--- src/rtl/jedro_1_ifu_prefetch.sv ---
// jedro_1 instruction fetch unit with a FIFO_DEPTH-deep prefetch queue.
// Issues sequential reads to a 1-cycle-latency instruction ROM, buffers the
// returned words with their addresses, and hands them to the decoder over a
// valid/ready handshake.
//
// Handshake: an instruction transfers in any cycle where instr_valid_o and
// decoder_ready_i are both high; while instr_valid_o is high and
// decoder_ready_i is low, instr_o and instr_addr_o hold their values.
//
// Optional feature macro: JEDRO_1_IFU_MISALIGN_EXC_EN
//   defined   : adds instr_misalign_o; a jump to a non-word-aligned target
//               raises the flag and stops fetching until an aligned jump or
//               reset.
//   undefined : the low two bits of a jump target are cleared before use.
module jedro_1_ifu_prefetch #(
  parameter int unsigned          DATA_WIDTH = 32,
  parameter int unsigned          ADDR_WIDTH = 32,
  parameter int unsigned          FIFO_DEPTH = 4,
  parameter logic [ADDR_WIDTH-1:0] BOOT_ADDR = '0
) (
  input  logic                  clk_i,
  input  logic                  rst_i,
  input  logic                  jmp_instr_i,
  input  logic [ADDR_WIDTH-1:0] jmp_addr_i,
  output logic                  mem_en_o,
  output logic [ADDR_WIDTH-1:0] mem_addr_o,
  input  logic [DATA_WIDTH-1:0] mem_rdata_i,
  output logic [DATA_WIDTH-1:0] instr_o,
  output logic [ADDR_WIDTH-1:0] instr_addr_o,
  output logic                  instr_valid_o,
  input  logic                  decoder_ready_i
`ifdef JEDRO_1_IFU_MISALIGN_EXC_EN
  ,
  output logic                  instr_misalign_o
`endif
);

  localparam int unsigned PW = $clog2(FIFO_DEPTH);
  localparam int unsigned CW = PW + 1;

  // Queue storage: instruction word and the address it was fetched from.
  logic [DATA_WIDTH-1:0] q_data [FIFO_DEPTH];
  logic [ADDR_WIDTH-1:0] q_addr [FIFO_DEPTH];

  logic [PW-1:0]         wptr;
  logic [PW-1:0]         rptr;
  logic [CW-1:0]         count;
  logic                  inflight;
  logic [ADDR_WIDTH-1:0] pc;
  logic [ADDR_WIDTH-1:0] req_addr;

  logic                  pop;
  logic                  push;
  logic                  issue;
  logic                  fetch_block;
  logic [CW:0]           credit;
  logic [ADDR_WIDTH-1:0] jmp_target;

`ifdef JEDRO_1_IFU_MISALIGN_EXC_EN
  logic misalign_q;
  logic jmp_misaligned;

  assign jmp_misaligned   = (jmp_addr_i[1:0] != 2'b00);
  assign jmp_target       = jmp_addr_i;
  assign fetch_block      = misalign_q;
  assign instr_misalign_o = misalign_q;

  // Misalignment flag: set by a misaligned jump, cleared by an aligned one.
  always_ff @(posedge clk_i) begin
    if (rst_i) begin
      misalign_q <= 1'b0;
    end else if (jmp_instr_i) begin
      misalign_q <= jmp_misaligned;
    end
  end
`else
  assign jmp_target  = {jmp_addr_i[ADDR_WIDTH-1:2], 2'b00};
  assign fetch_block = 1'b0;
`endif

  assign instr_valid_o = (count != '0);
  assign pop           = instr_valid_o & decoder_ready_i;
  // A response lands in the queue unless a jump in the same cycle kills it.
  assign push          = inflight & ~jmp_instr_i;

  // Credit includes the in-flight read, so a full queue can never overflow.
  assign credit = {1'b0, count} + (CW+1)'(inflight) - (CW+1)'(pop);
  assign issue  = ~rst_i & ~jmp_instr_i & ~fetch_block &
                  (credit < (CW+1)'(FIFO_DEPTH));

  assign mem_en_o     = issue;
  assign mem_addr_o   = pc;
  // Head is read straight from storage; forced to zero while empty.
  assign instr_o      = instr_valid_o ? q_data[rptr] : '0;
  assign instr_addr_o = instr_valid_o ? q_addr[rptr] : '0;

  // Fetch PC and in-flight tracking; a jump redirects and cancels the read.
  always_ff @(posedge clk_i) begin
    if (rst_i) begin
      pc       <= BOOT_ADDR;
      inflight <= 1'b0;
      req_addr <= '0;
    end else begin
      inflight <= issue;
      if (jmp_instr_i) begin
        pc <= jmp_target;
      end else if (issue) begin
        pc       <= pc + ADDR_WIDTH'(4);
        req_addr <= pc;
      end
    end
  end

  // Queue pointers and occupancy; a jump empties the queue.
  always_ff @(posedge clk_i) begin
    if (rst_i || jmp_instr_i) begin
      wptr  <= '0;
      rptr  <= '0;
      count <= '0;
    end else begin
      if (push) wptr <= wptr + PW'(1);
      if (pop)  rptr <= rptr + PW'(1);
      case ({push, pop})
        2'b10:   count <= count + CW'(1);
        2'b01:   count <= count - CW'(1);
        default: count <= count;
      endcase
    end
  end

  // Queue storage write for ROM responses.
  always_ff @(posedge clk_i) begin
    if (!rst_i && push) begin
      q_data[wptr] <= mem_rdata_i;
      q_addr[wptr] <= req_addr;
    end
  end

endmodule
--- config.mk ---
export PLATFORM = sky130hd
export DESIGN_NAME = jedro_1_ifu_prefetch
export DESIGN_NICKNAME = d
export VERILOG_FILES = /design/src/rtl/jedro_1_ifu_prefetch.sv
export SDC_FILE = /design/constraint.sdc
export NUM_CORES = 1
export LEC_CHECK = 0
export ABC_AREA = 1
export CAP_MARGIN = 20
export CELL_PAD_IN_SITES_DETAIL_PLACEMENT = 2
export CELL_PAD_IN_SITES_GLOBAL_PLACEMENT = 2
export CORE_MARGIN = 2
export CORE_UTILIZATION = 35
export CTS_BUF_LIST = sky130_fd_sc_hd__clkbuf_4 sky130_fd_sc_hd__clkbuf_8 sky130_fd_sc_hd__clkbuf_16
export DETAILED_ROUTE_END_ITERATION = 7
export PLACE_DENSITY_LB_ADDON = 0.1
export SYNTH_ARGS = -nofsm -noshare
export SYNTH_HDL_FRONTEND = slang
export SYNTH_SLANG_ARGS = --single-unit
--- constraint.sdc ---
create_clock -name clk_i -period 5.7 [get_ports clk_i]
set_input_delay 1.425 -clock clk_i [delete_from_list [all_inputs] [get_ports clk_i]]
set_output_delay 1.425 -clock clk_i [all_outputs]
set_load 0.02 [all_outputs]
# ---- Word level (Yosys, flattened, before mapping)
# Memories as Yosys holds them, arrays and structs flattened. A register that Yosys moved wholly into a read port is not among the register bits.
# Cells that the tools add are included.
dict set report totals {
  inputBits 68
  memories 2
  elab_cells 44
  regBits 72
  ram_bits 256
  out_inout_bits 98
}
dict set report classes {
  eq_ne 2
  addsub 7
  n_bitwise 6
  mux 11
  n_reduce_logical 8
  order_cmp 1
}
# memory words width rd rd_clocked_by_memory_dff wr line_no
set memory_table {}
lappend memory_table {q_addr 4 32 1 1 1 43} ;# logic [ADDR_WIDTH-1:0] q_addr [FIFO_DEPTH];
lappend memory_table {q_data 4 32 1 1 1 42} ;# logic [DATA_WIDTH-1:0] q_data [FIFO_DEPTH];
# op count
set ops {}
lappend ops {{$mux W32} 4}
lappend ops {{$add A32 B3 Y32 const B} 1}
lappend ops {{$mux W2} 4}
lappend ops {{$pmux W3 S2} 1}
lappend ops {{$add A2 B1 Y2 const B} 2}
lappend ops {{$add A3 B1 Y4} 1}
lappend ops {{$and A1 B1 Y1} 4}
lappend ops {{$lt A4 B3 Y1 const B} 1}
lappend ops {{$reduce_bool A2 Y1} 2}
lappend ops {{$sub A4 B1 Y4} 1}
lappend ops {{$add A3 B1 Y3 const B} 1}
lappend ops {{$reduce_bool A3 Y1} 1}
lappend ops {{$sub A3 B1 Y3 const B} 1}
lappend ops {{$eq A2 B1 Y1 const B} 1}
lappend ops {{$eq A2 B2 Y1 const B} 1}
lappend ops {{$mux W1} 2}
lappend ops {{$not A1 Y1} 2}
lappend ops {{$reduce_and A2 Y1} 1}
lappend ops {{$reduce_or A2 Y1} 1}
lappend ops {{$logic_and A1 B1 Y1} 1}
lappend ops {{$logic_not A1 Y1} 1}
lappend ops {{$logic_or A1 B1 Y1} 1}

# ---- Depth between registers and ports, before layout
# Gate-level depths: netlist of the first run.
dict set report logic_depth {
  depth_word 7
  depth_mapped 18
  ltp_nobuf 17
}

# ---- Worst setup path after synthesis of the first run
# No wires, ideal clock.
dict set report synth_timing {
  kind {input port to flip-flop}
  startpoint {input jmp_instr_i}
  endpoint {memory q_addr[0][10] (enable)}
  setup_slack_ps 741
  required_ps 5218
  path_stages 4
  setup_ps 482
  arrival_time_ps 4477
  path_buffers 1
  cell_sequence {buf_2 -> nor2_4 -> nand2_1 -> nor2_1}
}
dict set report synth_via {
  elab_chain_len 5
}
# item line_no
set synth_lines {}
lappend synth_lines {{start: declaration} 23} ;# input logic jmp_instr_i,
lappend synth_lines {{$not A1 Y1 (no source line)} n/a}
lappend synth_lines {{$and A1 B1 Y1} 84} ;# assign push = inflight & ~jmp_instr_i;
lappend synth_lines {{$logic_and A1 B1 Y1} 133} ;# if (!rst_i && push) begin
lappend synth_lines {{$mux W1} 133}
lappend synth_lines {{$mux W1 (not written as such)} 135} ;# q_addr[wptr] <= req_addr;
lappend synth_lines {{end: declaration} 43}
# No other way between the ends.

# ---- Final worst setup path of the first run
dict set report layout_timing {
  startpoint {input decoder_ready_i}
  endpoint {output mem_en_o}
}
dict set report layout_via {
  elab_chain_len 4
}
# item line_no
set layout_lines {}
lappend layout_lines {{start: declaration} 31} ;# input logic decoder_ready_i
lappend layout_lines {{$and A1 B1 Y1} 82} ;# assign pop = instr_valid_o & decoder_ready_i;
lappend layout_lines {{named net pop} 52} ;# logic pop;
lappend layout_lines {{$sub A4 B1 Y4} 87} ;# assign credit = {1'b0, count} + (CW+1)'(inflight) - (CW+1)'(pop);
lappend layout_lines {{$lt A4 B3 Y1} 89} ;# (credit < (CW+1)'(FIFO_DEPTH));
lappend layout_lines {{$and A1 B1 Y1} 88} ;# assign issue = ~rst_i & ~jmp_instr_i & ~fetch_block &
lappend layout_lines {{end: declaration} 25} ;# output logic mem_en_o,
# The timed path passes the listed nets, and every way through them passes these cells.

==> impl_table.tex, run 1 <==
\begin{tabular}{lr}
\hline
Metric & Value \\
\hline
\multicolumn{2}{l}{\textbf{Status}} \\
Outcome & finished, final reports clean \\
\multicolumn{2}{l}{\textbf{Setup path}} \\
Crit start category & input pin \\
Required arrival time at the worst endpoint & 4.28 ns \\
Worst reg2reg path endpoint & req\_addr[31]\$\_SDFFE\_PP0P\_ \\
Nature of the critical path endpoint & output port \\
Maximum single-stage delay on the critical path & 0.65 ns \\
Worst-path fanout max & 6 \\
Ordered list of cells on the worst path & clkdlybuf4s50\_1 > nand2\_1 > inv\_1 > ha\_1 > inv\_1 > ha\_1 > nand3\_1 > nand2\_1 > nand2\_1 > nand3\_2 > nor2\_4 > clkdlybuf4s50\_1 \\
Reg2reg setup slack & 2.63 ns \\
Worst reg2reg path depth & 15 \\
Data arrival time at the worst-slack endpoint & 3.81 ns \\
CP Class & input pin to output port \\
Most repeated library cell on the critical path & nand2\_1 \\
Reg-to-reg critical path startpoint & count[0]\$\_SDFFE\_PP0P\_ \\
Slowest library cell on the worst path & clkdlybuf4s50\_1 \\
\multicolumn{2}{l}{\textbf{STA}} \\
Slew HR & 0.334 \\
Final worst path period need & 5.23 ns \\
Final TNS setup & 0 ns \\
Final cycle utilization of the critical path & 0.918 \\
Worst Max-Slew Pin Slew & 0.999 ns \\
RSZ-0062 raised after global routing & no \\
Worst clock skew & 0.0122 ns \\
Maximum clock frequency & 191 MHz \\
Number of slew-limit violations in the final report & 0 \\
Final Hold Fails & 0 \\
Setup violations, final & 0 \\
\multicolumn{2}{l}{\textbf{Pwr}} \\
Clock share of power & 0.427 \\
Net Sw Frac & 0.240 \\
Switching power of the nets & 1.27 mW \\
Worst vdd ir & 0.165 mV \\
Power density of the placed cells & 317 mW/mm\^{}2 \\
P\_leak & 5.78 nW \\
Portion of total power attributed to sequential cells & 0.496 \\
Internal cell power & 4.02 mW \\
Fraction of power consumed by combinational cells & 0.077 \\
\multicolumn{2}{l}{\textbf{Synth}} \\
Synth Area in Simple Gates & 0.168 \\
Seq cells post-synth & 318 \\
Fraction of synthesized area in multiplexers & 0 \\
Post-synthesis compound-gate area fraction & 0.117 \\
Area share of xor/xnor cells in the synthesized design & 0 \\
Gate Count Post-Synth & 1344 \\
Average cell area after synthesis & 9.99 sq um \\
Count of warnings emitted by yosys & 0 \\
Netlist cell types & 32 \\
Largest family of logic cells by synthesized area & simple AND/OR/NAND/NOR gates \\
Post-Synth Adder-Cell Area & 0.00988 \\
Sequential share of the synthesized area & 0.659 \\
Syn Std Cell Area & 0.0134 sq mm \\
\multicolumn{2}{l}{\textbf{Global routing}} \\
GRT Residual Overflow & 0 \\
All-Layer GR Usage & 0.211 \\
Initial antenna violation count & 1 \\
Vias in the first global route & 11400 \\
Global-route wire length before repair & 64.2 mm \\
Pin count of the biggest net entering global routing & 77 \\
\multicolumn{2}{l}{\textbf{CTS}} \\
Htree depth & 2 \\
Clock tree from TritonCTS & yes \\
Hold-fix buffer count after cts & 0 \\
Cell at the root of the clock tree & clkbuf\_16 \\
Setup repair bufs after CTS & 0 \\
Clock buffers created by TritonCTS & 36 \\
Maximum number of buffers from clock root to sink & 3 \\
Clock latency on the worst-skew pair & 0.53 ns \\
Resized cells post-CTS & 0 \\
CTS clk-pin slew, worst paths & 0.06 ns \\
Num Clock Sinks & 318 \\
\multicolumn{2}{l}{\textbf{Die}} \\
Number of standard-cell rows in the floorplan & 71 \\
Die H & 200 um \\
Total I/O pin count & 166 \\
Area of the core region & 0.0378 sq mm \\
Total Die Area & 0.0400 sq mm \\
Die X-Extent & 200 um \\
Starting density of the core & 0.356 \\
\multicolumn{2}{l}{\textbf{Place}} \\
Half-perimeter wire length after detailed placement & 26.6 mm \\
Port Buffer Count & 159 \\
Routability Congestion & 0.771 \\
\multicolumn{2}{l}{\textbf{Flow run}} \\
Max-cap viol count & 0 \\
\multicolumn{2}{l}{\textbf{Route}} \\
Remaining routing DRC violations & 0 \\
Number of design-rule violations left by the first detailed-router iteration & 427 \\
Detailed-route vias per instance & 5.06 \\
Avg WL per Cell & 20.7 um \\
TritonRoute pass-1 iters & 5 \\
DR vias & 10300 \\
Final routed wirelength across all metal layers & 41.9 mm \\
Antenna Violating Nets Remaining & 0 \\
\multicolumn{2}{l}{\textbf{Cells and area}} \\
Fin nets & 1565 \\
Multi-input logic area & 0.00401 sq mm \\
Fillcell total & 3996 \\
Post-route core utilization & 0.442 \\
Fraction of layout instances using a drive strength above 1 & 0.0700 \\
Most used cells in the layout excluding fill and tap cells & 301 x nor2\_1, 248 x edfxtp\_1, 176 x nand2\_1, 170 x o21ai\_0, 159 x clkdlybuf4s50\_1 \\
Register Area & 0.00885 sq mm \\
Leading cell type in the layout, fill and taps excluded & nor2\_1 \\
Area added between synthesis and finish & 24.4\% \\
\multicolumn{2}{l}{\textbf{Worst hold path}} \\
Hold Crit Start & rptr[1]\$\_SDFFE\_PP0P\_ \\
Worst hold-check path type & flop to flop \\
Hold Path Cell Cnt & 2 \\
\hline
\end{tabular}
-- Yosys cell counts --
cell,n,area [sq um]
a21boi_0,3,22.5
a21oi_1,126,631
a22oi_1,6,45.0
and2_1,1,6.26
buf_1,4,15.0
buf_2,14,70.1
buf_4,10,75.1
buf_6,1,11.3
clkbuf_1,45,169
clkbuf_2,1,5.00
clkinv_1,1,3.75
conb_1,1,3.75
dfxtp_1,70,1400
edfxtp_1,248,7450
fa_1,1,20.0
ha_1,9,113
inv_1,65,244
inv_2,7,26.3
nand2_1,176,661
nand2_2,9,56.3
nand3_1,54,270
nand3_2,1,10.0
nand3b_1,1,7.51
nand4_1,3,18.8
nor2_1,305,1140
nor2_2,2,12.5
nor2_4,3,33.8
nor2_8,1,20.0
nor3_1,1,5.00
nor3_2,1,10.0
o21ai_0,170,851
o21ai_1,4,20.0
-- worst max-delay path by stage --
stage,from,to,cells past startpoint
after floorplan,jmp_instr_i,q_addr[0][10]$_DFFE_PP_,4
after global routing,decoder_ready_i,mem_en_o,12
after CTS,decoder_ready_i,mem_en_o,12
after global placement,decoder_ready_i,mem_en_o,12
final,decoder_ready_i,mem_en_o,12
after detailed placement,decoder_ready_i,mem_en_o,12
-- metal layers --
metal	vias to the layer above	track usage	share of wire
li1	4856	-	-
met5	-	0	0
met1	5171	0.262	0.44
met4	0	0.0532	0.018
met2	189	0.384	0.51
met3	44	0.0328	0.038
-- critical path: cells and delay by family --
kind | cells | cell delay, ns
AND/OR/NAND/NOR | 6 | 0.65
buffers and inverters | 4 | 1.28
adder cells (fa/ha/maj) | 2 | 0.45
-- cell families after synthesis --
| kind of cell | after synthesis |
|---|---|
| AO/OA/AOI/OAI | 309 |
| adder cells (fa/ha/maj) | 10 |
| buffers and inverters | 148 |
| flip-flops | 318 |
| other | 1 |
| AND/OR/NAND/NOR | 558 |
-- area by class of cell --
type                    instances  area share
clock buffers                  41      0.0569
clock inverters                24      0.0123
well taps                     511      0.0383
multi-input cells             881       0.240
diodes                          1    0.000150
flip-flops and latches        318       0.530
inverters                      73      0.0165
repair buffers                177       0.106
-- metrics by stage --
| stage | hold slack [ns] | instance area, sq um | power (mW) | std cells | setup WS [ns] |
|---|---|---|---|---|---|
| 2_1_floorplan | 0.436 | 13400 | 2.86 | 1347 | 0.741 |
| 3_3_place_gp | 0.452 | 15500 | 3.07 | 1960 | 0.465 |
| 3_5_place_dp | 0.474 | 15500 | 3.09 | 1960 | 0.445 |
| 4_1_cts | 0.488 | 16700 | 5.36 | 2025 | 0.439 |
| 5_1_grt | 0.509 | 16700 | 5.49 | 2025 | 0.284 |
| 6_report | 0.480 | 16700 | 5.30 | 2026 | 0.469 |
-- state kept, by name (all words and copies together), names as in the netlist, named ones only --
name        flops
inflight        1
mem_addr_o     30
rptr            2
count           3
req_addr       30
q_data        128
q_addr        120
wptr            2
-- power groups by stage --
stage | registers, mW | clock network, mW | logic [mW]
floorplan | 2.66 | 0 | 0.204
global placement | 2.67 | 0 | 0.402
detailed placement | 2.68 | 0 | 0.413
CTS | 2.63 | 2.32 | 0.418
global route | 2.63 | 2.40 | 0.450
finish | 2.63 | 2.26 | 0.409
(Power assumes the default switching activity.)
==> run 2, diff against run 1 <==
- CORE_MARGIN: 2 -> default
- clock period: 5.7 -> 5.25 ns (I/O delays scaled with it)
==> run 2 against run 1 <==
Effect of this change: critical endpoint unchanged; critical path depth unchanged; core utilization about the same; setup slack got worse by 0.14 ns; total power increased by 8.4%; combinational power increased by 9.3%; sequential power increased by 8.4%; sequential cell count unchanged; worst hold slack got worse by 0.014 ns; clock power increased by 8%.
==> impl_table.tex, run 2 (synthesis results as in run 1) <==
\begin{tabular}{lr}
\hline
Metric & Value \\
\hline
\multicolumn{2}{l}{\textbf{Die}} \\
Die H & 198 um (was 200 um) \\
Area of the core region & 0.0378 sq mm (unchanged) \\
Number of standard-cell rows in the floorplan & 71 (unchanged) \\
Die X-Extent & 198 um (was 200 um) \\
Total I/O pin count & 166 (unchanged) \\
Total Die Area & 0.0392 sq mm (was 0.0400 sq mm) \\
Starting density of the core & 0.356 (unchanged) \\
\multicolumn{2}{l}{\textbf{STA}} \\
Worst Max-Slew Pin Slew & 1.03 ns (was 0.999 ns) \\
Slew HR & 0.316 (was 0.334) \\
Setup violations, final & 0 (unchanged) \\
RSZ-0062 raised after global routing & no (unchanged) \\
Post-Route Hold Slack & 0.466 ns (was 0.480 ns) \\
Number of slew-limit violations in the final report & 0 (unchanged) \\
Final worst path period need & 4.92 ns \\
Final cycle utilization of the critical path & 0.937 \\
Final TNS setup & 0 ns (unchanged) \\
Maximum clock frequency & 203 MHz \\
Worst clock skew & 0.0167 ns (was 0.0122 ns) \\
Final Hold Fails & 0 (unchanged) \\
\multicolumn{2}{l}{\textbf{Setup path}} \\
Required arrival time at the worst endpoint & 3.94 ns (was 4.28 ns) \\
CP Class & input pin to output port (unchanged) \\
Nature of the critical path endpoint & output port (unchanged) \\
Crit start category & input pin (unchanged) \\
Worst-path fanout max & 3 (was 6) \\
Data arrival time at the worst-slack endpoint & 3.61 ns (was 3.81 ns) \\
\multicolumn{2}{l}{\textbf{Global routing}} \\
Initial antenna violation count & 0 (was 1) \\
Pin count of the biggest net entering global routing & 77 (unchanged) \\
Global-route wire length before repair & 64.2 mm (unchanged) \\
All-Layer GR Usage & 0.216 (was 0.211) \\
GRT Residual Overflow & 0 (unchanged) \\
Vias in the first global route & 11400 (about the same) \\
\multicolumn{2}{l}{\textbf{CTS}} \\
Clock latency on the worst-skew pair & 0.52 ns (was 0.53 ns) \\
Htree depth & 2 (unchanged) \\
Num Clock Sinks & 318 (unchanged) \\
CTS clk-pin slew, worst paths & 0.06 ns (about the same) \\
Resized cells post-CTS & 0 (unchanged) \\
Hold-fix buffer count after cts & 0 (unchanged) \\
Maximum number of buffers from clock root to sink & 3 (unchanged) \\
Clock tree from TritonCTS & yes (unchanged) \\
Cell at the root of the clock tree & clkbuf\_16 (unchanged) \\
Clock buffers created by TritonCTS & 37 (was 36) \\
Setup repair bufs after CTS & 0 (unchanged) \\
\multicolumn{2}{l}{\textbf{Cells and area}} \\
Largest registers ranked by flip-flop count & q\_data: 128 flops, q\_addr: 120 flops (unchanged) \\
Fraction of layout instances using a drive strength above 1 & 0.0706 (was 0.0700) \\
Flip-flop count of the largest register after layout & 128 (unchanged) \\
Leading cell type in the layout, fill and taps excluded & nor2\_1 (unchanged) \\
Fin nets & 1568 (was 1565) \\
Most used cells in the layout excluding fill and tap cells & 301 x nor2\_1, 248 x edfxtp\_1, 176 x nand2\_1, 170 x o21ai\_0, 159 x clkdlybuf4s50\_1 (unchanged) \\
Area added between synthesis and finish & 24.4\% (about the same) \\
Final antenna diode count & 0 (was 1) \\
Most flop-heavy register & q\_data (unchanged) \\
\multicolumn{2}{l}{\textbf{Place}} \\
Routability Congestion & 0.810 (was 0.771) \\
Port Buffer Count & 159 (unchanged) \\
Half-perimeter wire length after detailed placement & 26.7 mm (was 26.6 mm) \\
\multicolumn{2}{l}{\textbf{Route}} \\
DR vias & 10300 (about the same) \\
Number of design-rule violations left by the first detailed-router iteration & 393 (was 427) \\
Final routed wirelength across all metal layers & 41.8 mm (was 41.9 mm) \\
Detailed-route vias per instance & 5.06 (about the same) \\
Remaining routing DRC violations & 0 (unchanged) \\
Antenna Violating Nets Remaining & 0 (unchanged) \\
Avg WL per Cell & 20.6 um (was 20.7 um) \\
TritonRoute pass-1 iters & 4 (was 5) \\
\multicolumn{2}{l}{\textbf{Pwr}} \\
Worst vdd ir & 0.171 mV (was 0.165 mV) \\
Total power & 5.74 mW (was 5.30 mW) \\
P\_leak & 5.80 nW (was 5.78 nW) \\
Power density of the placed cells & 344 mW/mm\^{}2 (was 317 mW/mm\^{}2) \\
\multicolumn{2}{l}{\textbf{Worst hold path}} \\
Worst hold-check path type & flop to flop (unchanged) \\
\multicolumn{2}{l}{\textbf{Flow run}} \\
Max-cap viol count & 0 (unchanged) \\
\multicolumn{2}{l}{\textbf{Status}} \\
Outcome & finished, final reports clean (unchanged) \\
\hline
\end{tabular}
-- run 2: worst max-delay path, stage by stage --
cell	delay, ns
clkdlybuf4s50_1	0.49
nand2_1	0.06
inv_1	0.08
ha_1	0.14
inv_1	0.04
ha_1	0.28
nand3_1	0.12
nand2_1	0.06
nand2_1	0.08
nand3_2	0.12
nor2_4	0.20
clkdlybuf4s50_1	0.62
-- run 2: cell type report --
cell class	count	area (sq um)
clock buffer	47	1010
fill	4018	21000
inverter	73	275
multi-input combinational	881	4010
tap	511	639
clock inverter	18	143
sequential	318	8850
timing repair buffer	179	1780
-- run 2: path summary, 6_finish.rpt --
path,startpoint,end,slack [ns],depth (start not counted)
min reg2reg,rptr[1]$_SDFFE_PP0P_,rptr[1]$_SDFFE_PP0P_,0.47,2
max,decoder_ready_i,mem_en_o,0.33,12
min,rptr[1]$_SDFFE_PP0P_,rptr[1]$_SDFFE_PP0P_,0.47,2
max reg2reg,count[0]$_SDFFE_PP0P_,req_addr[20]$_SDFFE_PP0P_,2.25,15
-- run 2: power by group --
group | internal [mW] | total, mW | switching (mW)
sequential | 2.78 | 2.85 | 0.0681
clock | 1.46 | 2.45 | 0.994
combinational | 0.175 | 0.447 | 0.271
-- run 2: per-layer routing --
| layer | global-route usage | vias up | part of all wire |
|---|---|---|---|
| met5 | 0 | - | 0 |
| met4 | 0.0657 | 0 | 0.025 |
| met3 | 0.0290 | 60 | 0.034 |
| met2 | 0.392 | 203 | 0.51 |
| met1 | 0.265 | 5140 | 0.44 |
| li1 | - | 4856 | - |
-- run 2: per-stage QoR --
step	worst slack, ns	std cells	util	instance area [sq um]
final	0.328	2027	0.443	16700
after floorplan	0.403	1347	-	13400
after CTS	0.261	2027	0.443	16700
after global placement	0.304	1962	0.412	15600
after global routing	0.184	2027	0.443	16700
after detailed placement	0.267	1962	0.412	15600
==> run 3, diff against run 2 <==
- CORE_ASPECT_RATIO: default -> 2
==> run 3 against run 2 <==
Effect of this change: non-clock buffer count unchanged; critical path type unchanged; design area down 0.60%; largest cell class unchanged; cell count decreased by 2.8%.
==> impl_table.tex, run 3 (synthesis results as in run 1) <==
\begin{tabular}{lr}
\hline
Metric & Value \\
\hline
\multicolumn{2}{l}{\textbf{CTS}} \\
Clock tree from TritonCTS & yes (unchanged) \\
Num Clock Sinks & 318 (unchanged) \\
Clock buffers created by TritonCTS & 30 (was 37) \\
Hold-fix buffer count after cts & 0 (unchanged) \\
Clock latency on the worst-skew pair & 0.56 ns (was 0.52 ns) \\
Setup repair bufs after CTS & 0 (unchanged) \\
Maximum number of buffers from clock root to sink & 3 (unchanged) \\
Cell at the root of the clock tree & clkbuf\_16 (unchanged) \\
Htree depth & 1 (was 2) \\
Resized cells post-CTS & 0 (unchanged) \\
CTS clk-pin slew, worst paths & 0.06 ns (about the same) \\
\multicolumn{2}{l}{\textbf{STA}} \\
Worst Max-Slew Pin Slew & 0.965 ns (was 1.03 ns) \\
Worst clock skew & 0.0101 ns (was 0.0167 ns) \\
Setup violations, final & 0 (unchanged) \\
Final Hold Fails & 0 (unchanged) \\
Number of slew-limit violations in the final report & 0 (unchanged) \\
Slew HR & 0.357 (was 0.316) \\
Worst path setup slack after routing & 0.244 ns (was 0.328 ns) \\
Post-Route Hold Slack & 0.483 ns (was 0.466 ns) \\
Final cycle utilization of the critical path & 0.954 (was 0.937) \\
Final worst path period need & 5.01 ns (was 4.92 ns) \\
RSZ-0062 raised after global routing & no (unchanged) \\
Final TNS setup & 0 ns (unchanged) \\
Maximum clock frequency & 200 MHz (was 203 MHz) \\
\multicolumn{2}{l}{\textbf{Die}} \\
Total Die Area & 0.0392 sq mm (about the same) \\
Die X-Extent & 141 um (was 198 um) \\
Number of standard-cell rows in the floorplan & 101 (was 71) \\
Area of the core region & 0.0379 sq mm (was 0.0378 sq mm) \\
Die H & 279 um (was 198 um) \\
Starting density of the core & 0.354 (was 0.356) \\
Total I/O pin count & 166 (unchanged) \\
\multicolumn{2}{l}{\textbf{Place}} \\
Routability Congestion & 0.816 (was 0.810) \\
Worst Setup Slack post-DPL & 0.231 ns (was 0.267 ns) \\
Placed cell areas & 0.0155 sq mm (was 0.0156 sq mm) \\
Port Buffer Count & 159 (unchanged) \\
Half-perimeter wire length after detailed placement & 27.7 mm (was 26.7 mm) \\
Cell count after placement & 1914 (was 1962) \\
\multicolumn{2}{l}{\textbf{Cells and area}} \\
Fraction of layout instances using a drive strength above 1 & 0.0683 (was 0.0706) \\
Final Instance Count excl. Fillers & 1970 (was 2027) \\
Post-route core utilization & 0.438 (was 0.443) \\
Largest registers ranked by flip-flop count & q\_data: 128 flops, q\_addr: 120 flops (unchanged) \\
Final std cell area, no fill & 0.0166 sq mm (was 0.0167 sq mm) \\
Fillcell total & 4075 (was 4018) \\
Flip-flop count of the largest register after layout & 128 (unchanged) \\
Most flop-heavy register & q\_data (unchanged) \\
Most used cells in the layout excluding fill and tap cells & 301 x nor2\_1, 248 x edfxtp\_1, 176 x nand2\_1, 170 x o21ai\_0, 159 x clkdlybuf4s50\_1 (unchanged) \\
Final antenna diode count & 0 (unchanged) \\
Fin nets & 1561 (was 1568) \\
Area added between synthesis and finish & 23.7\% (was 24.4\%) \\
Leading cell type in the layout, fill and taps excluded & nor2\_1 (unchanged) \\
\multicolumn{2}{l}{\textbf{Flow run}} \\
Max-cap viol count & 0 (unchanged) \\
\multicolumn{2}{l}{\textbf{Setup path}} \\
CP Class & input pin to output port (unchanged) \\
Nature of the critical path endpoint & output port (unchanged) \\
Required arrival time at the worst endpoint & 3.94 ns (about the same) \\
Data arrival time at the worst-slack endpoint & 3.69 ns (was 3.61 ns) \\
Crit start category & input pin (unchanged) \\
Worst-path fanout max & 6 (was 3) \\
\multicolumn{2}{l}{\textbf{Route}} \\
Remaining routing DRC violations & 0 (unchanged) \\
Final routed wirelength across all metal layers & 42.2 mm (was 41.8 mm) \\
TritonRoute pass-1 iters & 4 (unchanged) \\
Number of design-rule violations left by the first detailed-router iteration & 372 (was 393) \\
Avg WL per Cell & 21.4 um (was 20.6 um) \\
Detailed-route vias per instance & 5.23 (was 5.06) \\
DR vias & 10300 (about the same) \\
Antenna Violating Nets Remaining & 0 (unchanged) \\
\multicolumn{2}{l}{\textbf{Pwr}} \\
Clock share of power & 0.418 (was 0.426) \\
Net Sw Frac & 0.229 (was 0.232) \\
P\_leak & 5.75 nW (was 5.80 nW) \\
Power density of the placed cells & 340 mW/mm\^{}2 (was 344 mW/mm\^{}2) \\
Total power & 5.66 mW (was 5.74 mW) \\
Internal cell power & 4.36 mW (was 4.41 mW) \\
Portion of total power attributed to sequential cells & 0.503 (was 0.496) \\
Worst vdd ir & 0.208 mV (was 0.171 mV) \\
Fraction of power consumed by combinational cells & 0.079 (was 0.078) \\
Switching power of the nets & 1.29 mW (was 1.33 mW) \\
\multicolumn{2}{l}{\textbf{Global routing}} \\
Met3 track demand over resource in global routing & 0.0232 (was 0.0290) \\
Global routing met1 resource utilization & 0.228 (was 0.265) \\
M2 GR Usage & 0.434 (was 0.392) \\
Pin count of the biggest net entering global routing & 125 (was 77) \\
Vias in the first global route & 11400 (about the same) \\
Initial antenna violation count & 0 (unchanged) \\
Most heavily used metal layer in global routing & met2 (unchanged) \\
GRT Residual Overflow & 0 (unchanged) \\
All-Layer GR Usage & 0.220 (was 0.216) \\
Global-route wire length before repair & 65.1 mm (was 64.2 mm) \\
\multicolumn{2}{l}{\textbf{Status}} \\
Outcome & finished, final reports clean (unchanged) \\
\multicolumn{2}{l}{\textbf{Worst hold path}} \\
Worst hold-check path type & flop to flop (unchanged) \\
\hline
\end{tabular}
## run 3: cell count changes in the layout (fill, tap and decap cells not counted), moves of 2 or more
cell / previous run / this run
bufinv_16: 2 / 5
inv_6: 2 / 0
buf_4: 17 / 15
buf_12: 3 / 5
clkinv_1: 9 / 4
clkbuf_4: 9 / 3
clkbuf_16: 37 / 31
clkbuf_8: 1 / 5
## run 3: worst max-delay path, stage by stage
cell             delay [ns]
clkdlybuf4s50_1        0.45
nand2_1                0.05
inv_1                  0.15
ha_1                   0.17
inv_1                  0.04
ha_1                   0.29
nand3_1                0.11
nand2_1                0.07
nand2_1                0.07
nand3_2                0.11
nor2_4                 0.21
clkdlybuf4s50_1        0.65
## run 3: area by class of cell
cell class / instances / area [sq um] / share of cell area
clock buffers: 39 / 867 / 0.0522
clock inverters: 17 / 218 / 0.0131
inverters: 73 / 275 / 0.0166
multi-input cells: 881 / 4010 / 0.242
flip-flops and latches: 318 / 8850 / 0.533
well taps: 463 / 579 / 0.0349
repair buffers: 179 / 1800 / 0.109
## run 3: layer usage
metal | vias up | wire length, um
li1 | 4849 | -
met1 | 5179 | 15700
met2 | 204 | 23400
met3 | 65 | 1340
met4 | 0 | 1870
met5 | - | 0
## run 3: power groups by stage
stage          sequential [mW]  clock [mW]  combinational [mW]
2_1_floorplan             2.89           0               0.221
3_3_place_gp              2.89           0               0.442
3_5_place_dp              2.90           0               0.455
4_1_cts                   2.85        2.42               0.459
5_1_grt                   2.85        2.51               0.490
6_report                  2.84        2.36               0.448
## run 3: final timing paths
check | from | endpoint | slack, ns | cells past startpoint
min reg2reg | rptr[1]$_SDFFE_PP0P_ | flop | 0.48 | 2
max reg2reg | count[0]$_SDFFE_PP0P_ | req_addr[12]$_SDFFE_PP0P_ | 2.09 | 16
min | rptr[1]$_SDFFE_PP0P_ | flop | 0.48 | 2
max | decoder_ready_i | mem_en_o | 0.24 | 12
